<file path="src/rtl/matrix_mult_pkg.sv">
// matrix_mult_pkg: shared FSM/mode types and dimension helpers for the matrix multiplier address path
package matrix_mult_pkg;
  typedef enum logic [1:0] {IDLE, RUN, DONE} addr_gen_state_e;
  typedef enum logic {OPERAND_A, OPERAND_B} operand_mode_e;
  function automatic int log2_dim(input int v);
    return $clog2(v);
  endfunction
endpackage

</file>
<file path="src/rtl/nested_loop_counter.sv">
// nested_loop_counter: three-level r/c/k loop counter with step enable and wrap/last flags
module nested_loop_counter #(
  parameter int W = 16
) (
  input  logic         clk,
  input  logic         reset_n,
  input  logic         clear,
  input  logic         step,
  input  logic [W-1:0] r_cnt,
  input  logic [W-1:0] c_cnt,
  input  logic [W-1:0] k_cnt,
  output logic         k_wrap,
  output logic         c_wrap,
  output logic         last
);
  logic [W-1:0] r, c, k;
  assign k_wrap = k == k_cnt - W'(1);
  assign c_wrap = k_wrap && c == c_cnt - W'(1);
  assign last = c_wrap && r == r_cnt - W'(1);
  always_ff @(posedge clk or negedge reset_n)
    if (!reset_n) begin
      r <= '0;
      c <= '0;
      k <= '0;
    end else if (clear) begin
      r <= '0;
      c <= '0;
      k <= '0;
    end else if (step) begin
      k <= k_wrap ? '0 : k + W'(1);
      if (k_wrap) c <= c_wrap ? '0 : c + W'(1);
      if (c_wrap) r <= last ? '0 : r + W'(1);
    end
endmodule

</file>
<file path="src/rtl/matrix_operand_addr_gen.sv">
// matrix_operand_addr_gen: A row-block / B column-block operand address walker with valid/ready handshake.
// Defining MATRIX_ADDR_GEN_STALL_CNT_EN adds a saturating stall counter output stall_cnt_o.
module matrix_operand_addr_gen
  import matrix_mult_pkg::*;
#(
  parameter int ARRAY_HEIGHT = 4,
  parameter int ARRAY_WIDTH = 4,
  parameter int BUFFER_ADDRESS_WIDTH = 10,
  parameter int DIM_WIDTH = 16
) (
  input  logic                            clk,
  input  logic                            reset_n,
  input  logic                            start_i,
  input  logic                            mode_i,
  input  logic [DIM_WIDTH-1:0]            m,
  input  logic [DIM_WIDTH-1:0]            n,
  input  logic [DIM_WIDTH-1:0]            p,
  input  logic [BUFFER_ADDRESS_WIDTH-1:0] base_addr_i,
  output logic [BUFFER_ADDRESS_WIDTH-1:0] addr_o,
  output logic                            valid_o,
  input  logic                            ready_i,
  output logic                            last_o,
  output logic                            busy_o,
  output logic                            done_o
`ifdef MATRIX_ADDR_GEN_STALL_CNT_EN
  ,
  output logic [31:0]                     stall_cnt_o
`endif
);
  localparam int LOG_H = log2_dim(ARRAY_HEIGHT);
  localparam int LOG_W = log2_dim(ARRAY_WIDTH);
  localparam int AW = BUFFER_ADDRESS_WIDTH;
  addr_gen_state_e state;
  operand_mode_e mode_q;
  logic [AW-1:0] base_q, row_off, col_off, k_step, row_nxt, col_nxt, next_addr;
  logic [DIM_WIDTH-1:0] r_q, c_q, k_q, r_in, c_in;
  logic launch, accept, k_wrap, c_wrap, cnt_last;
  assign r_in = m >> LOG_H;
  assign c_in = p >> LOG_W;
  assign launch = state == IDLE && start_i;
  assign accept = state == RUN && valid_o && ready_i;
  assign last_o = valid_o && cnt_last;
  assign k_step = AW'(k_q);
  nested_loop_counter #(.W(DIM_WIDTH)) u_loops (
    .clk    (clk),
    .reset_n(reset_n),
    .clear  (launch),
    .step   (accept),
    .r_cnt  (r_q),
    .c_cnt  (c_q),
    .k_cnt  (k_q),
    .k_wrap (k_wrap),
    .c_wrap (c_wrap),
    .last   (cnt_last)
  );
  // Block offsets accumulate by K at each wrap, so no multiplier is needed.
  always_comb begin
    row_nxt = row_off + k_step;
    col_nxt = col_off + k_step;
    next_addr = c_wrap ? base_q + (mode_q == OPERAND_B ? '0 : row_nxt)
              : k_wrap ? base_q + (mode_q == OPERAND_B ? col_nxt : row_off)
              : addr_o + AW'(1);
  end
  always_ff @(posedge clk or negedge reset_n)
    if (!reset_n) begin
      state <= IDLE;
      mode_q <= OPERAND_A;
      base_q <= '0;
      r_q <= '0;
      c_q <= '0;
      k_q <= '0;
      row_off <= '0;
      col_off <= '0;
      addr_o <= '0;
      valid_o <= 1'b0;
      busy_o <= 1'b0;
      done_o <= 1'b0;
    end else begin
      case (state)
        IDLE: if (start_i) begin
          mode_q <= operand_mode_e'(mode_i);
          base_q <= base_addr_i;
          r_q <= r_in;
          c_q <= c_in;
          k_q <= n;
          row_off <= '0;
          col_off <= '0;
          addr_o <= base_addr_i;
          busy_o <= 1'b1;
          if (r_in == '0 || c_in == '0 || n == '0) state <= DONE;
          else begin
            state <= RUN;
            valid_o <= 1'b1;
          end
        end
        RUN: if (ready_i) begin
          if (cnt_last) begin
            state <= DONE;
            valid_o <= 1'b0;
            done_o <= 1'b1;
          end else begin
            addr_o <= next_addr;
            if (c_wrap) begin
              row_off <= row_nxt;
              col_off <= '0;
            end else if (k_wrap) col_off <= col_nxt;
          end
        end
        // An empty job enters DONE with done_o low and raises it one cycle later.
        DONE: if (done_o) begin
          state <= IDLE;
          busy_o <= 1'b0;
          done_o <= 1'b0;
        end else done_o <= 1'b1;
        default: state <= IDLE;
      endcase
    end
`ifdef MATRIX_ADDR_GEN_STALL_CNT_EN
  always_ff @(posedge clk or negedge reset_n)
    if (!reset_n) stall_cnt_o <= '0;
    else if (launch) stall_cnt_o <= '0;
    else if (state == RUN && valid_o && !ready_i && stall_cnt_o != '1) stall_cnt_o <= stall_cnt_o + 32'd1;
`endif
endmodule

</file>
<file path="config.mk">
export PLATFORM = sky130hd
export DESIGN_NAME = matrix_operand_addr_gen
export DESIGN_NICKNAME = d
export VERILOG_FILES = /design/src/rtl/matrix_mult_pkg.sv /design/src/rtl/nested_loop_counter.sv /design/src/rtl/matrix_operand_addr_gen.sv
export SDC_FILE = /design/constraint.sdc
export NUM_CORES = 1
export LEC_CHECK = 0
export ABC_CLOCK_PERIOD_IN_PS = 5450
export BUFFER_PORTS_ARGS = -buffer_cell sky130_fd_sc_hd__buf_2
export CAP_MARGIN = 15
export CORE_MARGIN = 5
export CORE_UTILIZATION = 50
export DETAILED_ROUTE_END_ITERATION = 8
export PLACE_DENSITY = 0.78
export SETUP_SLACK_MARGIN = 0.2
export SYNTH_ARGS = -nofsm -noshare
export SYNTH_HDL_FRONTEND = slang
export SYNTH_SLANG_ARGS = --single-unit
</file>
<file path="constraint.sdc">
create_clock -name clk -period 5.45 [get_ports clk]
set_input_delay 0.545 -clock clk [delete_from_list [all_inputs] [get_ports clk]]
set_output_delay 0.545 -clock clk [all_outputs]
set_load 0.02 [all_outputs]
</file>
# --- Word level (Yosys, flattened, before mapping) ---
# Index checks and enable logic that the tools add are counted.
word_totals:
  ff_bits: 138
  input_bits: 63
  elab_cells: 114
op_classes:
  addsub: 11
  n_eq_ne: 13
  n_mux: 47
  reduce_logical: 28
op_table:
  columns: ["op", "count"]
  rows:
  - ["$mux 16", 11]
  - ["$mux 10", 15]
  - ["$pmux 10 s2", 3]
  - ["$add 16x1->16 const B", 3]
  - ["$eq 16x16->1", 3]
  - ["$logic_not 16->1", 3]
  - ["$add 10x10->10", 4]
  - ["$sub 14x1->15 const B", 2]
  - ["$sub 16x1->16 const B", 1]
  - ["$reduce_and 5->1", 3]
  - ["$ne 2x2->1 const B", 7]
  - ["$reduce_bool 2->1", 6]
  - ["$add 10x1->10 const B", 1]
  - ["$mux 2", 5]
  - ["$mux 1", 9]
  - ["$reduce_and 4->1", 2]
  - ["$logic_and 1x1->1", 6]
  - ["$pmux 1 s2", 3]
  - ["$pmux 2 s3", 1]
  - ["$reduce_and 2->1", 3]
  - ["$reduce_and 3->1", 2]
  - ["$ne 3x3->1 const B", 1]
  - ["$eq 2x1->1 const B", 1]
  - ["$eq 2x2->1 const B", 1]
  - ["2 further kinds", 3]

# --- Logic depth before layout (Yosys ltp) ---
# Gate-level depths: netlist of run 1.
depth:
  ltp_word: 8
  depth_mapped: 20

# --- Modules after synthesis ---
# From an unflattened synthesis of run 1, not the netlist that was laid out.
unflattened:
  cells_unflattened: 1266
  hier_area_um2: 10329.9
by_module_without_submodules:
  columns: ["mod", "n_inst", "cells_each", "area_each_um2"]
  rows:
  - ["matrix_operand_addr_gen", 1, 686, 5739.3]
  - ["nested_loop_counter", 1, 580, 4590.7]

# --- Worst setup path before layout of run 1 ---
# OpenSTA, ideal clock, no wires.
synth_path:
  kind: "reg-to-reg"
  start: "register k_q[0]"
  end: "register addr_o[9]"
  setup_time_ns: 0.066
  arrival_time_ns: 3.752
  t_required_ns: 5.384
  setup_slack_ns: 1.631
  path_stages_with_launch: 21
  n_path_buf: 0
  period_less_slack_ns: 3.819
  path_cell_list: "dfrtp_1 -> ha_1 -> inv_1 -> fa_1 -> nor2b_1 -> o21ai_0 -> nand2b_1 -> a21o_1 -> a21o_1 -> xor2_1 -> mux2_2 -> ha_1 -> nor3_1 -> o2111ai_1 -> a31o_2 -> a21oi_1 -> xor2_1 -> xnor2_1 -> a211o_1 -> nor4_1 -> a221o_1"
synth_between:
  elab_chain_len: 8
  word_cells_on_any_way: 17
  classes_between: "5 x add/sub; 2 x eq/ne; 7 x mux; 3 x reduce/logical"
synth_lines:
  columns: ["item", "line_no", "text"]
  rows:
  - ["start: declaration", "matrix_operand_addr_gen.sv:36", "logic [DIM_WIDTH-1:0] r_q, c_q, k_q, r_in, c_in;"]
  - ["start signal: assignment", "matrix_operand_addr_gen.sv:85", "k_q <= n;"]
  - ["$add 10x10->10", "matrix_operand_addr_gen.sv:59", "col_nxt = col_off + k_step;"]
  - ["$mux 10", "matrix_operand_addr_gen.sv:61", ": k_wrap ? base_q + (mode_q == OPERAND_B ? col_nxt : row_off)"]
  - ["$add 10x10->10", "matrix_operand_addr_gen.sv:61", null]
  - ["$mux 10", "matrix_operand_addr_gen.sv:61", null]
  - ["$mux 10", "matrix_operand_addr_gen.sv:60", "next_addr = c_wrap ? base_q + (mode_q == OPERAND_B ? '0 : row_nxt)"]
  - ["$mux 10", "matrix_operand_addr_gen.sv:97", "if (cnt_last) begin"]
  - ["$mux 10", "matrix_operand_addr_gen.sv:96", "RUN: if (ready_i) begin"]
  - ["$pmux 10 s2", "matrix_operand_addr_gen.sv:79", "case (state)"]
  - ["end signal: assignment", "matrix_operand_addr_gen.sv:88", "addr_o <= base_addr_i;"]
  - ["end signal: assignment", "matrix_operand_addr_gen.sv:102", "addr_o <= next_addr;"]
  - ["end: declaration", "matrix_operand_addr_gen.sv:19", "output logic [BUFFER_ADDRESS_WIDTH-1:0] addr_o,"]
# Several ways; a longest one is shown, not always the timed one. The select of a mux whose other input is x is not followed.
# A chain may end at the register's enable or synchronous reset.

# --- Worst setup path in the final report of run 1 ---
layout_path:
  start: "register c_q[0]"
  end: "output last_o"
layout_between:
  elab_chain_len: 5
layout_lines:
  columns: ["item", "line_no", "text"]
  rows:
  - ["start: declaration", "matrix_operand_addr_gen.sv:36", null]
  - ["start signal: assignment", "matrix_operand_addr_gen.sv:84", "c_q <= c_in;"]
  - ["$sub 14x1->15", "nested_loop_counter.sv:18", "assign c_wrap = k_wrap && c == c_cnt - W'(1);"]
  - ["$eq 16x16->1", "nested_loop_counter.sv:18", null]
  - ["$logic_and 1x1->1", "nested_loop_counter.sv:18", null]
  - ["$logic_and 1x1->1", "nested_loop_counter.sv:19", "assign last = c_wrap && r == r_cnt - W'(1);"]
  - ["$logic_and 1x1->1", "matrix_operand_addr_gen.sv:42", "assign last_o = valid_o && cnt_last;"]
  - ["end: declaration", "matrix_operand_addr_gen.sv:22", "output logic last_o,"]
# Every way passes these cells.

==> impl_metrics.csv, run 1 <==
group,metric,value,unit
place,hpwl,18.3,mm
pwr,p_seq_frac,0.281,
pwr,power.leakage,5.17,nW
drt,vias_per_cell,5.88,
worst_setup_path,worstPathMaxFanout,10,
sta,fin_worst_skew,10.5,ps
global_route,antenna_found_initial,1,
place,placed_area,0.0106,mm^2
worst_setup_path,critPathBufInv,2,
layout,drive_above_1_share,0.144,
sta,fin_ws,436,ps
global_route,grt_pass1_vias,8514,
yosys,synth_edf_count,0,
yosys,post_synth.cell_area_avg,8.58,um^2
clock_network,numClockSinks,138,
pwr,powerDensity,600,mW/mm^2
yosys,synthDominantCellAreaShare,0.344,
place,io_buffers,72,
pwr,irDropWorstVdd,0.266,mV
layout,area_delta_synth_final,11.2,%
yosys,netlist_top_cells_area,"dfrtp_1, nand2_1, ha_1, xnor2_1, o21ai_0",
clock_network,cts_buffer_depth,2,
drt,totalWireLength,25.6,mm
yosys,syn_nets,1281,
clock_network,post_cts_resized,0,
layout,stdcell_area,0.0112,mm^2
place,gp_congestion,0.887,
sta,holdWs,220,ps
yosys,synth_top_area_cell,"dfrtp_1",
floorplanning,start_util,0.511,
sta,fin_tns_setup,0,ps
yosys,ys_async_sr_fraction,1.00,
worst_setup_path,slowest_stage,"a2111oi_0",
clock_network,cts_setup_buffers,0,
worst_setup_path,crit_family,"simple AND/OR/NAND/NOR gates",
drt,post_drt_wl_per_cell,17.1,um
clock_network,htree_levels,4,
clock_network,clk_latency,430,ps
yosys,seq_area_frac_synth,0.344,
yosys,synthFlopType,"dfrtp_1",
yosys,syn_inst,1171,
clock_network,cts_inserted_buffers,17,
pwr,power.total,0.00671,W
layout,antenna_cells,0,
global_route,grt_pass1_wl,42.0,mm
global_route,grt_max_degree,99,
drt,antenna_violating_nets_post_route,0,
sta,rsz0062_at_grt,"false",
pwr,pwr-share-comb,0.545,
sta,slew_viol_final,0,
global_route,grtUsageTotal,0.227,
floorplanning,dieArea,0.0230,mm^2
layout,layout_common_cells,"nand2_1, dfrtp_1, o21ai_0, nor2_1, buf_2",
drt,vias,8798,
floorplanning,fp.dieH,152,um
sta,period_minus_slack,5010,ps
sta,maxSlewHeadroom,0.281,
pwr,pwr-share-clk,0.174,
worst_setup_path,slowest_delay,930,ps
status,status,"finished clean",
clock_network,cts_tree,"built",
drt,drc,0,
pwr,p_sw_frac,0.449,
layout,finalNetCount,1330,
floorplanning,die_w,152,um
floorplanning,std_cell_rows,51,
drt,drtIter0Drc,609,
yosys,ys_types,85,
worst_setup_path,crit_chain,"inv_1 > ha_1 > or4b_1 > nor2_1 > xnor2_1 > and4bb_2 > o211ai_1 > a2111oi_0 > nand2_1 > nor3_1 > buf_2",
yosys,ys.warnings.count,0,
floorplanning,coreArea,0.0197,mm^2
sta,final_hold_viol_count,0,
global_route,globalRouteOverflowTotal,0,
drt,dr.pass1.iters,5,
layout,layout_commonest_cell,"nand2_1",
worst_setup_path,required,4910,ps
pwr,p_sw,0.00301,W
yosys,synth_area,0.0100,mm^2
sta,setup_viol,0,
pwr,p_int,0.00370,W
clock_network,cts_hold_buffers,0,
sta,fin_crit_sh,0.920,
place,pre_cts_ws,1150,ps
run,maxCapViolations,0,
hold_path,hold_path.class,"input pin to asynchronous set/reset pin",
yosys,ys_ff_latch,138,
floorplanning,ios,77,
clock_network,root_buffer,"clkbuf_16",
worst_setup_path,end_kind,"output port",
worst_setup_path,critPathLaunchType,"register",
worst_setup_path,critical_path_class,"register to output port",
sta,tightestPinTransition,1050,ps
sta,max_freq,199,MHz
worst_setup_path,worst_ep_arrival_time,4470,ps
clock_network,cts.clk_slew.worst_paths,60,ps
metrics by stage:
stage	cells	utilization
floorplan	1171	-
global placement	1466	0.539
detailed placement	1466	0.539
CTS	1496	0.569
global route	1496	0.569
finish	1496	0.569
logic make-up after synthesis:
group	share of synthesized area
buffers and inverters	0.0355
AND/OR/NAND/NOR	0.273
flip-flops	0.344
AO/OA/AOI/OAI	0.166
XOR/XNOR	0.0811
multiplexers	0.0385
adder cells (fa/ha/maj)	0.0615
sequential cells by signal, summed over array words and instances, names as in the netlist, 10 cells and up:
register / flops
k_q: 16
u_loops.c: 16
u_loops.k: 16
u_loops.r: 16
c_q: 14
r_q: 14
addr_o: 10
base_q: 10
col_off: 10
row_off: 10
path summary, 6_finish.rpt:
check / end / slack (ps) / depth (start not counted) / from
min reg2reg: k_q[15] / 500 / 2 / k_q[15]
max in group asynchronous: c_q[1] / 4160 / 2 / reset_n
min: addr_o[4] / 220 / 1 / reset_n
max reg2reg: addr_o[9] / 1030 / 20 / k_q[0]
max: last_o / 440 / 11 / c_q[0]
min in group clk: k_q[13] / 310 / 3 / n[13]
cell type report:
type                    instances  area (um^2)
fillers                      1818         8480
multi-input cells             948         6240
flip-flops and latches        138         3450
clock buffers                  20          467
repair buffers                 81          434
well taps                     265          332
inverters                      34          128
clock inverters                10          119
worst reg2reg max path: stages (launching register included):
cell,delay (ps)
dfrtp_1,490
ha_1,250
inv_1,70
fa_1,410
nor2b_1,130
o21ai_0,90
nand2b_1,120
a21o_1,130
a21o_1,150
xor2_1,100
mux2_2,280
ha_1,230
nor3_1,240
o2111ai_1,200
a31o_2,280
a21oi_1,200
xor2_1,190
xnor2_1,90
a211o_1,300
nor4_1,260
a221o_1,140
cell usage after synthesis (7+ instances only):
cell and count:
and3_1 40, mux2_2 9, nor3_1 35, a21oi_1 41
a21o_1 15, mux2i_1 15, o2bb2ai_1 9, o21ai_0 75
dfrtp_1 138, a31oi_1 8, clkbuf_1 25, or3_1 11
nand2_1 197, xnor2_1 51, mux2_4 9, o211ai_1 15
nor3b_1 8, ha_1 43, nand3_1 30, a211oi_1 8
xor2_1 42, nand2b_1 18, buf_2 15, nand4_1 7
or2_2 9, nor2_1 73, inv_1 34, nand3b_1 9
buf_1 7, nor2b_1 15, o31ai_1 19, or4_1 11
nor4_1 19
metal layers:
layer	track usage	routed length (um)	up-vias
met5	0	13	-
met2	0.372	12200	213
met4	0.0651	479	2
met3	0.0428	1360	41
li1	-	-	4299
met1	0.307	11600	4243
power by group through the flow:
stage               clock [W]  combinational [W]  sequential (W)
floorplan                   0            0.00297         0.00173
global placement            0            0.00351         0.00187
detailed placement          0            0.00362         0.00189
CTS                   0.00118            0.00365         0.00188
global route          0.00123            0.00408         0.00195
finish                0.00117            0.00365         0.00188
Note: power is estimated with default switching activity, not from simulation.
==> run 2: changes to the inputs <==
--- a/config.mk
+++ b/config.mk
@@ -5,10 +5,11 @@
 export SDC_FILE = /design/constraint.sdc
 export NUM_CORES = 1
 export LEC_CHECK = 0
-export ABC_CLOCK_PERIOD_IN_PS = 5450
+export ABC_AREA = 1
+export ABC_CLOCK_PERIOD_IN_PS = 4900
 export BUFFER_PORTS_ARGS = -buffer_cell sky130_fd_sc_hd__buf_2
 export CAP_MARGIN = 15
-export CORE_MARGIN = 5
+export CORE_MARGIN = 8
 export CORE_UTILIZATION = 50
 export DETAILED_ROUTE_END_ITERATION = 8
 export PLACE_DENSITY = 0.78
==> constraint.sdc (replaced) <==
create_clock -name clk -period 4.9 [get_ports clk]
set_input_delay 0.49 -clock clk [delete_from_list [all_inputs] [get_ports clk]]
set_output_delay 0.49 -clock clk [all_outputs]
set_load 0.02 [all_outputs]
==> impl_metrics.csv, run 2 <==
group,metric,value,unit
pwr,pwr-share-clk,0.155,
pwr,p_int,0.00414,W
global_route,grt_pass1_wl,49.1,mm
sta,fin_worst_skew,10.2,ps
place,pre_cts_ws,997,ps
worst_setup_path,worstPathMaxFanout,4,
yosys,seq_area_frac_synth,0.314,
global_route,grtUsageTotal,0.224,
yosys,ys_top_cells_by_count,"nand2_1, nor2_1, inv_1",
layout,layout_commonest_cell,"nand2_1",
global_route,globalRouteOverflowTotal,0,
worst_setup_path,worst_ep_arrival_time,4330,ps
drt,antenna_violating_nets_post_route,0,
pwr,irDropWorstVdd,0.338,mV
layout,fillers,2015,
place,gp_congestion,0.920,
clock_network,root_buffer,"clkbuf_16",
layout,area_delta_synth_final,10.6,%
worst_setup_path,slowest_delay,430,ps
pwr,powerDensity,694,mW/mm^2
floorplanning,start_util,0.507,
pwr,power.leakage,6.10,nW
pwr,p_sw_frac,0.510,
yosys,ys_async_sr_fraction,1.00,
yosys,synthDominantCellAreaShare,0.314,
sta,max_freq,249,MHz
layout,antenna_cells,0,
pwr,power.total,0.00844,W
drt,vias_per_cell,5.42,
drt,drc,0,
layout,layout_common_cells,"nand2_1, nor2_1, inv_1, nand3_1, dfrtp_1",
drt,vias,10748,
worst_setup_path,end_kind,"register",
global_route,antenna_found_initial,0,
sta,tightestPinTransition,1060,ps
sta,fin_crit_sh,0.820,
yosys,ys_ff_latch,138,
clock_network,cts_hold_buffers,0,
clock_network,cts_setup_buffers,0,
yosys,ys.warnings.count,0,
sta,fin_tns_setup,0,ps
sta,slew_viol_final,0,
worst_setup_path,critPathBufInv,2,
worst_setup_path,crit_chain,"ha_1 > inv_1 > fa_1 > o21ai_0 > nand2_1 > nand2_1 > a21oi_1 > o21ai_0 > a21o_1 > nand2_1 > nand2_1 > o21ai_0 > ha_1 > a21oi_1 > a21boi_0 > nand4_1 > nand2_1 > inv_1 > nand3_1 > nand3_1 > nand3_1 > nand3_1 > nand2_1 > nand2_1",
floorplanning,fp.dieH,164,um
floorplanning,ios,77,
yosys,ys_types,43,
layout,seqCellArea,0.00345,mm^2
floorplanning,die_w,164,um
yosys,post_synth.cell_area_avg,6.74,um^2
drt,drtIter0Drc,832,
sta,final_hold_viol_count,0,
floorplanning,coreArea,0.0217,mm^2
hold_path,hold_path.class,"input pin to asynchronous set/reset pin",
clock_network,numClockSinks,138,
pwr,p_sw,0.00430,W
pwr,pwr-share-comb,0.593,
layout,finalNetCount,1801,
clock_network,post_cts_resized,0,
place,hpwl,22.3,mm
yosys,synth_area,0.0110,mm^2
run,maxCapViolations,0,
yosys,syn_nets,1742,
yosys,synthFlopType,"dfrtp_1",
yosys,netlist_top_cells_area,"dfrtp_1, nand2_1, nand3_1, nor2_1, inv_1",
sta,maxSlewHeadroom,0.291,
drt,post_drt_wl_per_cell,14.9,um
yosys,synth_top_area_cell,"dfrtp_1",
sta,period_minus_slack,4020,ps
drt,totalWireLength,29.6,mm
sta,setup_viol,0,
clock_network,cts_tree,"built",
worst_setup_path,slowest_stage,"dfrtp_1",
place,io_buffers,72,
clock_network,cts.clk_slew.worst_paths,70,ps
clock_network,cts_buffer_depth,2,
clock_network,clk_latency,430,ps
pwr,p_seq_frac,0.252,
worst_setup_path,cpMostUsedCell,"nand2_1",
floorplanning,std_cell_rows,54,
worst_setup_path,critPathLaunchType,"register",
sta,rsz0062_at_grt,"false",
yosys,syn_inst,1632,
clock_network,htree_levels,4,
clock_network,cts_inserted_buffers,17,
sta,fin_ws,881,ps
yosys,synth_edf_count,0,
worst_setup_path,critical_path_class,"register to register",
layout,multi_input_area,0.00673,mm^2
worst_setup_path,crit_family,"compound AO/OA/AOI/OAI gates",
status,status,"finished clean",
layout,drive_above_1_share,0.101,
global_route,grt_pass1_vias,10266,
drt,dr.pass1.iters,5,
worst_setup_path,required,5210,ps
global_route,grt_max_degree,110,
yosys,synth_most_common_cell,"nand2_1",
floorplanning,dieArea,0.0270,mm^2
-- run 2: cell count changes in the layout (fill, tap and decap cells not counted), sizes merged, moves of 18 or more --
cell | previous run | this run
nand3 | 33 | 147
nand2b | 18 | 0
nand4 | 7 | 37
mux2 | 18 | 0
nor3 | 40 | 17
inv | 35 | 173
and3 | 40 | 0
nand2 | 197 | 523
nor2 | 73 | 196
xor2 | 42 | 65
o21ai | 82 | 100
-- run 2: logic make-up (layout without fill, tap and decap cells) --
kind of cell               Yosys count  count (layout)  synth area share
AOI/OAI and AO/OA                  170             170            0.0875
and+or+nand+nor                    961             961             0.382
buffers and inverters              209             281            0.0748
DFF                                138             138             0.314
xor gates and xnor gates           107             107            0.0852
adders and majority gates           47              47            0.0562
-- run 2: path summary, 6_finish.rpt --
kind,startpoint,endpoint,slack [ps],cells past startpoint
max,k_q[0],addr_o[9],880,24
min,reset_n,r_q[1],180,1
max reg2reg,k_q[0],addr_o[9],880,24
min reg2reg,col_off[6],col_off[6],480,2
max in group asynchronous,reset_n,k_q[8],3640,2
min in group clk,m[13],r_q[11],280,3
-- run 2: cell type report --
class,count,share of cell area
clock inverters,12,0.0116
flip-flops and latches,138,0.284
well taps,280,0.0288
inverters,173,0.0534
repair buffers,76,0.0326
clock buffers,20,0.0367
multi-input cells,1285,0.553
-- run 2: metrics by stage --
stage	cells	hold WS [ps]	util	area (um^2)
3_3_place_gp	1952	461	0.534	11600
5_1_grt	1984	280	0.561	12200
4_1_cts	1984	261	0.561	12200
3_5_place_dp	1952	475	0.534	11600
6_report	1984	183	0.561	12200
2_1_floorplan	1632	194	-	11000
-- run 2: metal layers --
metal | vias to the layer above | part of all wire | GRT usage
met4 | 0 | 0.025 | 0.0793
met1 | 4996 | 0.45 | 0.292
met2 | 318 | 0.47 | 0.369
met5 | - | 0 | 0
li1 | 5384 | - | -
met3 | 50 | 0.059 | 0.0383
-- run 2: worst register-to-register path, cell delays in order (launching register included) --
cell and delay, ps:
dfrtp_1 430, ha_1 270, inv_1 80, fa_1 410
o21ai_0 330, nand2_1 100, nand2_1 80, a21oi_1 80
o21ai_0 240, a21o_1 160, nand2_1 40, nand2_1 90
o21ai_0 100, ha_1 360, a21oi_1 160, a21boi_0 240
nand4_1 120, nand2_1 120, inv_1 40, nand3_1 70
nand3_1 110, nand3_1 110, nand3_1 70, nand2_1 70
nand2_1 40
-- run 2: power groups by stage --
stage	Sequential [W]	Combinational (W)	Clock, W
final	0.00212	0.00501	0.00131
after global routing	0.00219	0.00567	0.00137
after CTS	0.00211	0.00496	0.00133
after detailed placement	0.00213	0.00491	0
after global placement	0.00211	0.00479	0
after floorplan	0.00199	0.00388	0
==> run 3: changes to the inputs <==
--- a/config.mk
+++ b/config.mk
@@ -6,7 +6,7 @@
 export NUM_CORES = 1
 export LEC_CHECK = 0
 export ABC_AREA = 1
-export ABC_CLOCK_PERIOD_IN_PS = 4900
+export ABC_CLOCK_PERIOD_IN_PS = 3700
 export BUFFER_PORTS_ARGS = -buffer_cell sky130_fd_sc_hd__buf_2
 export CAP_MARGIN = 15
 export CORE_MARGIN = 8
==> constraint.sdc (replaced) <==
create_clock -name clk -period 3.7 [get_ports clk]
set_input_delay 0.37 -clock clk [delete_from_list [all_inputs] [get_ports clk]]
set_output_delay 0.37 -clock clk [all_outputs]
set_load 0.02 [all_outputs]
==> impl_metrics.csv, run 3 (synthesized netlist as in run 2, its figures left out) <==
group,metric,value,unit
clock_network,cts_tree,"built",
worst_setup_path,r2r_end,"addr_o[9]",
sta,fin_ws,261,ps
pwr,power.total,0.0118,W
pwr,power.leakage,6.27,nW
worst_setup_path,end_kind,"register",
floorplanning,die_w,164,um
sta,period_minus_slack,3440,ps
sta,fin_crit_sh,0.929,
clock_network,cts_buffer_depth,2,
drt,vias_per_cell,5.42,
drt,vias,10922,
layout,stdcell_area,0.0126,mm^2
drt,post_drt_wl_per_cell,15.0,um
sta,max_freq,291,MHz
drt,drtIter0Drc,905,
floorplanning,coreArea,0.0217,mm^2
pwr,p_sw,0.00591,W
sta,maxSlewHeadroom,0.298,
worst_setup_path,critical_path_class,"register to register",
worst_setup_path,critPathBufInv,0,
clock_network,htree_levels,4,
floorplanning,ios,77,
layout,layout_common_cells,"nand2_1, nor2_1, inv_1, nand3_1, dfrtp_1",
worst_setup_path,rrSetupSlack,260,ps
place,gp_congestion,0.951,
clock_network,cts_inserted_buffers,17,
drt,drc,0,
layout,drive_above_1_share,0.137,
pwr,pwr-share-comb,0.611,
worst_setup_path,crit_family,"simple AND/OR/NAND/NOR gates",
sta,setup_viol,0,
worst_setup_path,worst_ep_arrival_time,3760,ps
worst_setup_path,critPathLaunchType,"register",
worst_setup_path,worstPathMaxFanout,5,
drt,dr.pass1.iters,6,
floorplanning,start_util,0.507,
layout,antenna_cells,0,
global_route,grt_pass1_wl,49.7,mm
global_route,grtUsageTotal,0.227,
sta,tightestPinTransition,1050,ps
run,maxCapViolations,0,
layout,finalNetCount,1832,
worst_setup_path,slowest_delay,430,ps
global_route,antenna_found_initial,0,
pwr,p_seq_frac,0.236,
global_route,grt_pass1_vias,10392,
place,place_inst,1973,
sta,slew_viol_final,0,
place,placed_area,0.0117,mm^2
hold_path,hold_path.class,"input pin to asynchronous set/reset pin",
clock_network,clk_latency,440,ps
floorplanning,dieArea,0.0270,mm^2
layout,fillers,2007,
clock_network,numClockSinks,138,
pwr,p_int,0.00589,W
pwr,irDropWorstVdd,0.446,mV
worst_setup_path,required,4020,ps
pwr,powerDensity,935,mW/mm^2
place,pre_cts_ws,50.7,ps
layout,area_delta_synth_final,14.6,%
global_route,grt_max_degree,104,
drt,totalWireLength,30.1,mm
clock_network,cts.clk_slew.worst_paths,60,ps
floorplanning,std_cell_rows,54,
place,io_buffers,72,
worst_setup_path,reg2reg_depth,21,
sta,fin_worst_skew,8.99,ps
layout,layout_commonest_cell,"nand2_1",
status,status,"finished clean",
place,hpwl,23.0,mm
layout,instances_no_fill,2015,
pwr,p_sw_frac,0.501,
global_route,globalRouteOverflowTotal,0,
worst_setup_path,slowest_stage,"dfrtp_1",
worst_setup_path,crit_chain,"ha_1 > a21oi_1 > o21ai_2 > a21oi_1 > o21ai_1 > nand2_1 > nand2_1 > a21oi_1 > xor2_1 > nor2_1 > ha_1 > nand2_2 > nor3_4 > nand3_1 > nand3_1 > xor2_1 > xnor2_1 > nand2_1 > nand3_1 > nand2_1 > nand2_1",
worst_setup_path,r2r_start,"k_q[3]",
pwr,pwr-share-clk,0.153,
worst_setup_path,cpMostUsedCell,"nand2_1",
sta,rsz0062_at_grt,"true",
clock_network,root_buffer,"clkbuf_16",
sta,final_hold_viol_count,0,
sta,fin_tns_setup,0,ps
drt,antenna_violating_nets_post_route,0,
clock_network,cts_hold_buffers,0,
floorplanning,fp.dieH,164,um
## run 3: power groups by stage
stage | Combinational (W) | Sequential [W] | Clock, W
floorplan | 0.00513 | 0.00263 | 0
detailed placement | 0.00673 | 0.00276 | 0
finish | 0.00721 | 0.00278 | 0.00181
global placement | 0.00657 | 0.00275 | 0
CTS | 0.00682 | 0.00275 | 0.00183
global route | 0.00810 | 0.00286 | 0.00190
## run 3: how the worst max path moves through the flow
stage                     startpoint        end  cells past startpoint
after floorplan               k_q[0]  addr_o[9]                     22
after global placement        k_q[0]  addr_o[9]                     24
after detailed placement      k_q[0]  addr_o[9]                     24
after CTS                     k_q[0]  addr_o[9]                     21
after global routing          k_q[3]  addr_o[9]                     21
final                         k_q[3]  addr_o[9]                     21
## run 3: metal layers
layer | vias up | global-route usage | routed length, um
li1 | 5450 | - | -
met1 | 5093 | 0.298 | 13500
met2 | 333 | 0.377 | 14300
met3 | 46 | 0.0396 | 1700
met4 | 0 | 0.0690 | 608
met5 | - | 0 | 0
## run 3: stage by stage
| step | util | hold WS, ps |
|---|---|---|
| after floorplan | - | 74.4 |
| after global placement | 0.541 | 462 |
| after detailed placement | 0.541 | 470 |
| after CTS | 0.570 | 121 |
| after global routing | 0.581 | 147 |
| final | 0.581 | 31.1 |
## run 3: final cells by class
| type | count | area, um^2 | share of cell area |
|---|---|---|---|
| Clock buffer | 20 | 447 | 0.0354 |
| Clock inverter | 12 | 164 | 0.0130 |
| Inverter | 173 | 657 | 0.0521 |
| Multi-Input combinational cell | 1285 | 6900 | 0.548 |
| Sequential cell | 138 | 3460 | 0.274 |
| Tap cell | 280 | 350 | 0.0278 |
| Timing Repair Buffer | 107 | 629 | 0.0499 |
## run 3: timing repair
action,in CTS,in global routing
gates cloned,0,0
resized for setup,11,43
buffers inserted,0,10
setup endpoints to repair,4,38
pin swaps,0,31
